--- src/rtl/tdm_pkg.sv ---
// Shared definitions for the TDM channel mux: mode codes, auto-scan state and the
// wrap-around channel search used when a scan slot ends.
package tdm_pkg;

    localparam logic MODE_MANUAL = 1'b0;
    localparam logic MODE_AUTO   = 1'b1;

    // Upper bound on CH that next_enabled can search; masks are zero-extended to this.
    localparam int MAX_CH = 32;
    localparam int MAX_W  = $clog2(MAX_CH);

    typedef enum logic {
        NONE = 1'b0,
        SCAN = 1'b1
    } auto_state_e;

    // Lowest set index strictly after cur, wrapping to 0; an out-of-range cur searches from 0.
    function automatic int next_enabled(input logic [MAX_CH-1:0] mask, input int cur, input int n);
        int   base;
        int   idx;
        logic found;
        base         = (cur >= n) ? n - 1 : cur;
        next_enabled = base;
        found        = 1'b0;
        idx          = 0;
        for (int i = 1; i <= MAX_CH; i++) begin
            if (i <= n) begin
                idx = (base + i) % n;
                if (!found && mask[idx[MAX_W-1:0]]) begin
                    next_enabled = idx;
                    found        = 1'b1;
                end
            end
        end
    endfunction

endpackage

--- src/rtl/tdm_prescaler.sv ---
// Scan-slot timer: counts 0..PRESCALE-1 and flags the last cycle of the slot on tc.
module tdm_prescaler #(
    parameter int PRESCALE = 16
) (
    input  logic clk,
    input  logic rst_n,
    input  logic clear,
    input  logic hold,
    output logic tc
);

    localparam int CNT_W = (PRESCALE > 1) ? $clog2(PRESCALE) : 1;
    localparam logic [CNT_W-1:0] LAST = CNT_W'(PRESCALE - 1);

    logic [CNT_W-1:0] cnt_q;
    logic [CNT_W-1:0] cnt_d;

    always_comb begin
        cnt_d = cnt_q;
        if (clear) begin
            cnt_d = '0;
        end else if (!hold) begin
            cnt_d = (cnt_q == LAST) ? '0 : cnt_q + CNT_W'(1);
        end
    end

    assign tc = (cnt_q == LAST);

    always_ff @(posedge clk) begin
        if (!rst_n) begin
            cnt_q <= '0;
        end else begin
            cnt_q <= cnt_d;
        end
    end

endmodule

--- src/rtl/tdm_mux_scan.sv ---
// Registered CH-way channel mux with manual select or prescaled auto-scan over enabled channels.
module tdm_mux_scan #(
    parameter int WIDTH    = 4,
    parameter int CH       = 4,
    parameter int SEL_W    = $clog2(CH),
    parameter int PRESCALE = 16
) (
    input  logic                clk,
    input  logic                rst_n,
    input  logic [CH*WIDTH-1:0] din,
    input  logic                mode,
    input  logic [SEL_W-1:0]    sel,
    input  logic [CH-1:0]       en_mask,
    output logic [WIDTH-1:0]    dout,
    output logic [SEL_W-1:0]    ch_idx,
    output logic [CH-1:0]       ch_onehot,
    output logic                slot_start
);

    import tdm_pkg::*;

    localparam int BASE_W = (CH * WIDTH > 1) ? $clog2(CH * WIDTH) : 1;

    auto_state_e        state_q, state_d;
    logic               mode_q, mode_d;
    logic [SEL_W-1:0]   cur_q, cur_d;
    logic [WIDTH-1:0]   dout_q, dout_d;
    logic [SEL_W-1:0]   ch_idx_q, ch_idx_d;
    logic [CH-1:0]      ch_onehot_q, ch_onehot_d;
    logic               slot_start_q, slot_start_d;

    logic               pre_clear;
    logic               pre_hold;
    logic               pre_tc;
    logic               new_slot;
    logic               cur_en;
    logic [SEL_W-1:0]   after_cur;
    logic [MAX_CH-1:0]  mask_ext;
    logic [BASE_W-1:0]  base;
    int                 cur_i;
    int                 sel_i;

    tdm_prescaler #(
        .PRESCALE (PRESCALE)
    ) u_prescaler (
        .clk   (clk),
        .rst_n (rst_n),
        .clear (pre_clear),
        .hold  (pre_hold),
        .tc    (pre_tc)
    );

    assign mask_ext = MAX_CH'(en_mask);

    always_ff @(posedge clk) begin
        if (!rst_n) begin
            state_q      <= NONE;
            mode_q       <= MODE_MANUAL;
            cur_q        <= '0;
            dout_q       <= '0;
            ch_idx_q     <= '0;
            ch_onehot_q  <= '0;
            slot_start_q <= 1'b0;
        end else begin
            state_q      <= state_d;
            mode_q       <= mode_d;
            cur_q        <= cur_d;
            dout_q       <= dout_d;
            ch_idx_q     <= ch_idx_d;
            ch_onehot_q  <= ch_onehot_d;
            slot_start_q <= slot_start_d;
        end
    end

    // A new slot starts on entry to auto, on leaving NONE, at terminal count, or when cur is disabled.
    always_comb begin
        cur_i     = int'(cur_q);
        cur_en    = (cur_i < CH) && en_mask[cur_q];
        after_cur = SEL_W'(next_enabled(mask_ext, cur_i, CH));
        mode_d    = mode;
        state_d   = state_q;
        cur_d     = cur_q;
        pre_clear = 1'b0;
        pre_hold  = 1'b0;
        new_slot  = 1'b0;
        if (mode == MODE_MANUAL) begin
            state_d   = SCAN;
            cur_d     = sel;
            pre_clear = 1'b1;
        end else if (en_mask == '0) begin
            state_d   = NONE;
            pre_hold  = (state_q == NONE) && (mode_q == MODE_AUTO);
            pre_clear = !pre_hold;
        end else if ((mode_q == MODE_MANUAL) || (state_q == NONE)) begin
            state_d   = SCAN;
            cur_d     = cur_en ? cur_q : after_cur;
            pre_clear = 1'b1;
            new_slot  = 1'b1;
        end else if (!cur_en || pre_tc) begin
            cur_d     = after_cur;
            pre_clear = 1'b1;
            new_slot  = 1'b1;
        end
    end

    always_comb begin
        sel_i        = int'(sel);
        base         = '0;
        dout_d       = '0;
        ch_idx_d     = ch_idx_q;
        ch_onehot_d  = '0;
        slot_start_d = 1'b0;
        if (mode == MODE_MANUAL) begin
            ch_idx_d = sel;
            if (sel_i < CH) begin
                base        = BASE_W'(sel_i * WIDTH);
                dout_d      = din[base +: WIDTH];
                ch_onehot_d = CH'(1) << sel;
            end
        end else if (state_d == SCAN) begin
            base         = BASE_W'(int'(cur_d) * WIDTH);
            dout_d       = din[base +: WIDTH];
            ch_idx_d     = cur_d;
            ch_onehot_d  = CH'(1) << cur_d;
            slot_start_d = new_slot;
        end
    end

    assign dout       = dout_q;
    assign ch_idx     = ch_idx_q;
    assign ch_onehot  = ch_onehot_q;
    assign slot_start = slot_start_q;

endmodule

--- config.mk ---
export PLATFORM = sky130hd
export DESIGN_NAME = tdm_mux_scan
export DESIGN_NICKNAME = d
export VERILOG_FILES = /design/src/rtl/tdm_pkg.sv /design/src/rtl/tdm_prescaler.sv /design/src/rtl/tdm_mux_scan.sv
export SDC_FILE = /design/constraint.sdc
export NUM_CORES = 1
export LEC_CHECK = 0
export ABC_AREA = 1
export CAP_MARGIN = 20
export CORE_AREA = 2 2 54 56
export CTS_CLUSTER_DIAMETER = 60
export CTS_CLUSTER_SIZE = 24
export DETAILED_ROUTE_END_ITERATION = 10
export DIE_AREA = 0 0 56 58
export PLACE_DENSITY_LB_ADDON = 0.05
export SYNTH_ARGS = -nofsm -noshare
export SYNTH_HDL_FRONTEND = slang
export SYNTH_SLANG_ARGS = --single-unit
--- constraint.sdc ---
create_clock -name clk -period 2.8 [get_ports clk]
set_clock_uncertainty 0.2 [all_clocks]
set_input_delay 0.7 -clock clk [delete_from_list [all_inputs] [get_ports clk]]
set_output_delay 0.7 -clock clk [all_outputs]
set_load 0.01 [all_outputs]
# ---- After elaboration in Yosys (flattened, before gate mapping)
# Index checks and enable logic that the tools add are counted.
# W data, S select, Z words.
dict set report op_classes {
  n_eq_ne 2
  shifts 4
  n_reduce_logical 18
  bitwise 9
  add_sub_neg 5
  order_cmp 5
  n_mux 38
}
# op n
set ops {}
lappend ops {{$shiftx A16 B5 Y4} 2}
lappend ops {{$lt A5 B6 Y1 const B} 4}
lappend ops {{$mux W2} 11}
lappend ops {{$mux W4} 5}
lappend ops {{$mux W1} 17}
lappend ops {{$bmux W1 S3} 4}
lappend ops {{$reduce_or A2 Y1} 5}
lappend ops {{$shl A1 B2 Y4 const A} 2}
lappend ops {{$logic_not A1 Y1} 5}
lappend ops {{$not A1 Y1} 5}
lappend ops {{$add A2 B1 Y2 const B} 2}
lappend ops {{$add A2 B2 Y2 const B} 2}
lappend ops {{$add A4 B1 Y4 const B} 1}
lappend ops {{$and A1 B1 Y1 const A} 4}
lappend ops {{$eq A4 B4 Y1 const B} 1}
lappend ops {{$logic_and A1 B1 Y1} 4}
lappend ops {{$logic_not A4 Y1} 1}
lappend ops {{$reduce_or A4 Y1} 1}
lappend ops {{$lt A2 B3 Y1 const B} 1}
lappend ops {{$bmux W1 S2} 1}
lappend ops {{$logic_or A1 B1 Y1} 2}
lappend ops {{$ne A2 B1 Y1 const B} 1}
dict set report totals {
  in_bits 25
  output_inout_bits 11
  reg_bits 19
  wordCells 89
}

# ---- Longest topological paths before layout
dict set report depth {
  depth_word 22
  mapped_depth 19
}

# ---- Hierarchy
# A second synthesis with hierarchy kept.
dict set report hier_totals {
  cells_unflattened 227
  hier_area_um2 1393.8
}
# mod cells_per_inst area_each_um2 n_inst
set by_module_without_submodules {}
lappend by_module_without_submodules {tdm_mux_scan 198 1179.9 1}
lappend by_module_without_submodules {tdm_prescaler 29 214.0 1}

# ---- Least setup slack after synthesis
# Ideal clock, no wire load.
dict set report synth_timing {
  path_type {input -> register}
  startpoint {in en_mask[2]}
  endpoint {reg dout_q[0], in the netlist dout[0]}
  cell_stages 17
  required_ns 2.472
  setup_slack_ns 0.638
  arrival_ns 1.834
  setup_ns 0.128
  cell_sequence {inv_1 -> nand2_4 -> nand2_2 -> nand2_1 -> nand2_2 -> nand2_2 -> nand2_2 -> nand3_2 -> nand3_4 -> nand2_4 -> buf_12 -> nand2_2 -> nand2_1 -> nand2_1 -> nand2_1 -> nand2_1 -> nor2_1}
}
dict set report synth_between {
  elab_chain_len 19
}
# item line_no
set synth_rtl {}
lappend synth_rtl {{start, declared} tdm_mux_scan.sv:13} ;# input logic [CH-1:0] en_mask,
lappend synth_rtl {{$bmux W1 S3} tdm_pkg.sv:29} ;# if (!found && mask[idx[MAX_W-1:0]]) begin
lappend synth_rtl {{$mux W1 (not written as such)} tdm_pkg.sv:29}
lappend synth_rtl {{$mux W1} tdm_pkg.sv:29}
lappend synth_rtl {{$logic_not A1 Y1} tdm_pkg.sv:29}
lappend synth_rtl {{$logic_and A1 B1 Y1} tdm_pkg.sv:29}
lappend synth_rtl {{$mux W1} tdm_pkg.sv:29}
lappend synth_rtl {{$logic_not A1 Y1} tdm_pkg.sv:29}
lappend synth_rtl {{$logic_and A1 B1 Y1} tdm_pkg.sv:29}
lappend synth_rtl {{(+3 left out)} n/a}
lappend synth_rtl {{$mux W2} tdm_pkg.sv:29}
lappend synth_rtl {{$mux W2 (on tied branches)} {tdm_mux_scan.sv:99, tdm_mux_scan.sv:96}}
lappend synth_rtl {{$mux W2} tdm_mux_scan.sv:94} ;# end else if ((mode_q == MODE_MANUAL) || (state_q == NONE)) begin
lappend synth_rtl {{$mux W2} tdm_mux_scan.sv:90} ;# end else if (en_mask == '0) begin
lappend synth_rtl {{$mux W2} tdm_mux_scan.sv:86} ;# if (mode == MODE_MANUAL) begin
lappend synth_rtl {{$shiftx A16 B5 Y4} tdm_mux_scan.sv:122} ;# dout_d = din[base +: WIDTH];
lappend synth_rtl {{$mux W4 (*)} tdm_mux_scan.sv:120} ;# end else if (state_d == SCAN) begin
lappend synth_rtl {{$mux W4 (*)} tdm_mux_scan.sv:113} ;# if (mode == MODE_MANUAL) begin
lappend synth_rtl {{end signal, assigned} tdm_mux_scan.sv:68} ;# dout_q <= dout_d;
lappend synth_rtl {{end, declared} tdm_mux_scan.sv:27} ;# logic [WIDTH-1:0] dout_q, dout_d;
# Mark *: on every way between the ends. The rest lies on a longest branch, timed or not. The select of a mux whose other input is x is not followed.
# A chain may end at the register's enable or synchronous reset.

# ---- Worst setup path after layout
dict set report layout_timing {
  startpoint {in en_mask[3]}
  endpoint {reg dout_q[3], in the netlist dout[3]}
}
# The elaborated chain is that of the path after synthesis.

==> results.ini <==
[power_and_ir_drop]
p_total_w = 0.000773
p_leak_nw = 0.823
pwr-share-seq = 0.405
power_density_mw_per_mm2 = 457
switching_share = 0.364
internal-power_w = 0.000492
clkPwrFrac = 0.178
p_comb_frac = 0.417
switchingPower_w = 0.000281
irDropWorstVdd_v = 0.000535

[yosys]
synth-edff-count = 0
synthArstFlopShare = 0
syn-instance-count = 190
syn_area_mm2 = 0.00129
ys_warn_count = 0
ys.flop_type = dfxtp_1
synth_seq_cells = 19
ys_types = 28
syn_nets = 216
synth_area_per_cell_um2 = 6.77
seq_area_frac_synth = 0.296

[drt]
drc = 0
detail_route.vias_per_cell = 4.98
firstDrtPassIters = 4
drt_iter0_drc = 30
antenna_left = 0
drt-total-wl_um = 2820
via_count = 1294
wl_per_cell_um = 10.9

[clocking]
path_clk_slew_ps = 110
clk_latency_ps = 290
cts-root-buf = clkbuf_4
postCtsHoldBufs = 0
cts_tree = built
cts_sinks = 19
htree_levels = 1
cts_buffers = 3
cts_buffer_depth = 2
postCtsSetupRepairBufs = 0

[run]
timing.max_cap.violations = 0

[min_path]
hold_class = flop to flop
min_to = ch_idx[0]
worstHoldStart = ch_idx[0]
holdPathStages = 2

[cells_and_area]
nNetsFinal = 256
syn_to_final_growth_pct = 31.5
layout-drive-gt1-share = 0.218
utilization = 0.635
antenna_cells = 0

[place]
dp_hpwl_um = 2290
port_buffers = 35
gp_congestion = 0.808

[critical_path]
critPathSlowestCell = clkdlybuf4s50_1
critPathMaxStageDelay_ps = 460
r2r-start = cur_q[0]
ff2ff_setup_slack_ps = 500
startpoint = en_mask[3]
cp_cell_sequence = clkdlybuf4s50_1, inv_1, nand2_2, nand2_2, nand2_1, nand2_2, nand2_2, nand2_2, nand3_2, nand2_2, nand3_4, nand2_4, nand2_1, nand2_1, nand2_1, nand2_1, nand2_1, nor2_1
setup.worst_path.start_class = primary input
reg2reg_depth = 16
critPathRequiredTime_ps = 2840
crit_type = primary input to flop
r2r_end = dout[3]
crit_arrival_ps = 2560
end_kind = flop
crit_fanout = 12

[run_status]
status = completed

[timing]
finalCritPeriodShare = 0.899
tightestPinTransition_ps = 489
slew_headroom = 0.674
finalCriticalPeriod_ps = 2520
fmax_ghz = 0.397
finalHoldViolCount = 0
finalSetupViolations = 0
rsz0062_at_grt = no
slew_viol_final = 0

[global_routing]
antenna_found_initial = 0
grt_pass1_wl_um = 5280
grt_overflow = 0
grt_usage = 0.197
grt_max_degree = 13
grt_pass1_vias = 1335

[floorplanning]
fp-row-count = 19
coreArea_mm2 = 0.00266
die_x_um = 56
die_area_mm2 = 0.00325
num_io_pins = 36
die_y_um = 58
initial_core_util = 0.483

## final cells by class
type                       count  area, um2
timing repair buffer          40        388
multi-input combinational    145        768
clock buffer                   3       22.5
inverter                      21       88.8
fill                         261        971
sequential                    19        380
tap                           31       38.8
clock inverter                 1       5.00
## synthesized netlist by cell type, types with 2 or more instances
| library cell | n | area [um2] |
|---|---|---|
| nand2_2 | 25 | 156 |
| nor3_1 | 2 | 10.0 |
| nand4_1 | 3 | 18.8 |
| nor2_1 | 13 | 48.8 |
| nand3_2 | 4 | 40.0 |
| nand2_4 | 4 | 45.0 |
| buf_6 | 2 | 22.5 |
| inv_2 | 2 | 7.51 |
| nor4_1 | 4 | 25.0 |
| nand2_1 | 58 | 218 |
| inv_1 | 17 | 63.8 |
| a21oi_1 | 8 | 40.0 |
| dfxtp_1 | 19 | 380 |
| nand3_1 | 15 | 75.1 |
## through the flow
step	TNS, ps	std cells	area [um2]	hold slack (ps)	setup WS (ps)
3_5_place_dp	-146	256	1660	265	-38.1
2_1_floorplan	0	190	1290	279	638
3_3_place_gp	0	256	1660	263	29.3
4_1_cts	0	260	1690	288	268
6_report	0	260	1690	286	281
5_1_grt	0	260	1690	330	28.4
## sequential cells by signal (all words and copies together), names as in the netlist
signal	flops
dout	4
slot_start	1
mode_q	1
state_q	1
cur_q	2
u_prescaler.cnt_q	4
ch_idx	2
ch_onehot	4
## kinds of logic after synthesis
group,count (synthesis),share of synthesized area
and+or+nand+nor,131,0.519
buffers and inverters,26,0.109
adders and majority gates,1,0.00973
DFF,19,0.296
AOI/OAI and AO/OA,13,0.0662
## worst max-delay path by stage
| stage | end | cells past startpoint |
|---|---|---|
| final | dout[3] | 18 |
| after global routing | dout[3] | 18 |
| after CTS | dout[1] | 19 |
| after detailed placement | dout[1] | 19 |
| after global placement | dout[1] | 19 |
| after floorplan | dout[0] | 17 |
## cells in the final DEF (no fill, tap or decap)
master,instances
inv_1,17
o211ai_1,1
and3_1,1
nand4_1,3
inv_8,1
nand2_4,4
a22oi_1,1
nor4_1,4
nor3_1,2
o21ai_0,1
clkbuf_4,3
nand3_1,15
ha_1,1
a21oi_1,8
nand2_1,57
a21oi_2,1
nand3_4,1
buf_4,5
a21oi_4,1
nor2_1,13
nand3_2,4
nand2_2,26
inv_2,2
clkinv_2,1
nand3b_1,1
clkdlybuf4s50_1,35
dfxtp_1,19
inv_4,1
## worst max-delay path, delay by kind of cell
family,cells,cell delay [ps]
buf+inv,2,570
simple gates,16,1260
## repair_timing
item / CTS / global route
resized for setup: 0 / 1
hold endpoints to repair: 0 / 0
endpoints found under the setup margin: 0 / 1
## layer usage
metal  part of all wire  vias to the layer above  GRT usage
li1                   -                      684          -
met1               0.43                      591      0.230
met2               0.53                       17      0.370
met3              0.033                        2     0.0446
met4             0.0035                        0     0.0408
met5                  0                        -          0
## power groups by stage
stage / sequential [W] / combinational [W] / clock, W
finish: 0.000313 / 0.000322 / 0.000138
CTS: 0.000313 / 0.000323 / 0.000141
detailed placement: 0.000319 / 0.000321 / 0
floorplan: 0.000318 / 0.000223 / 0
global placement: 0.000319 / 0.000314 / 0
global route: 0.000316 / 0.000365 / 0.000152
(Power assumes the default switching activity.)
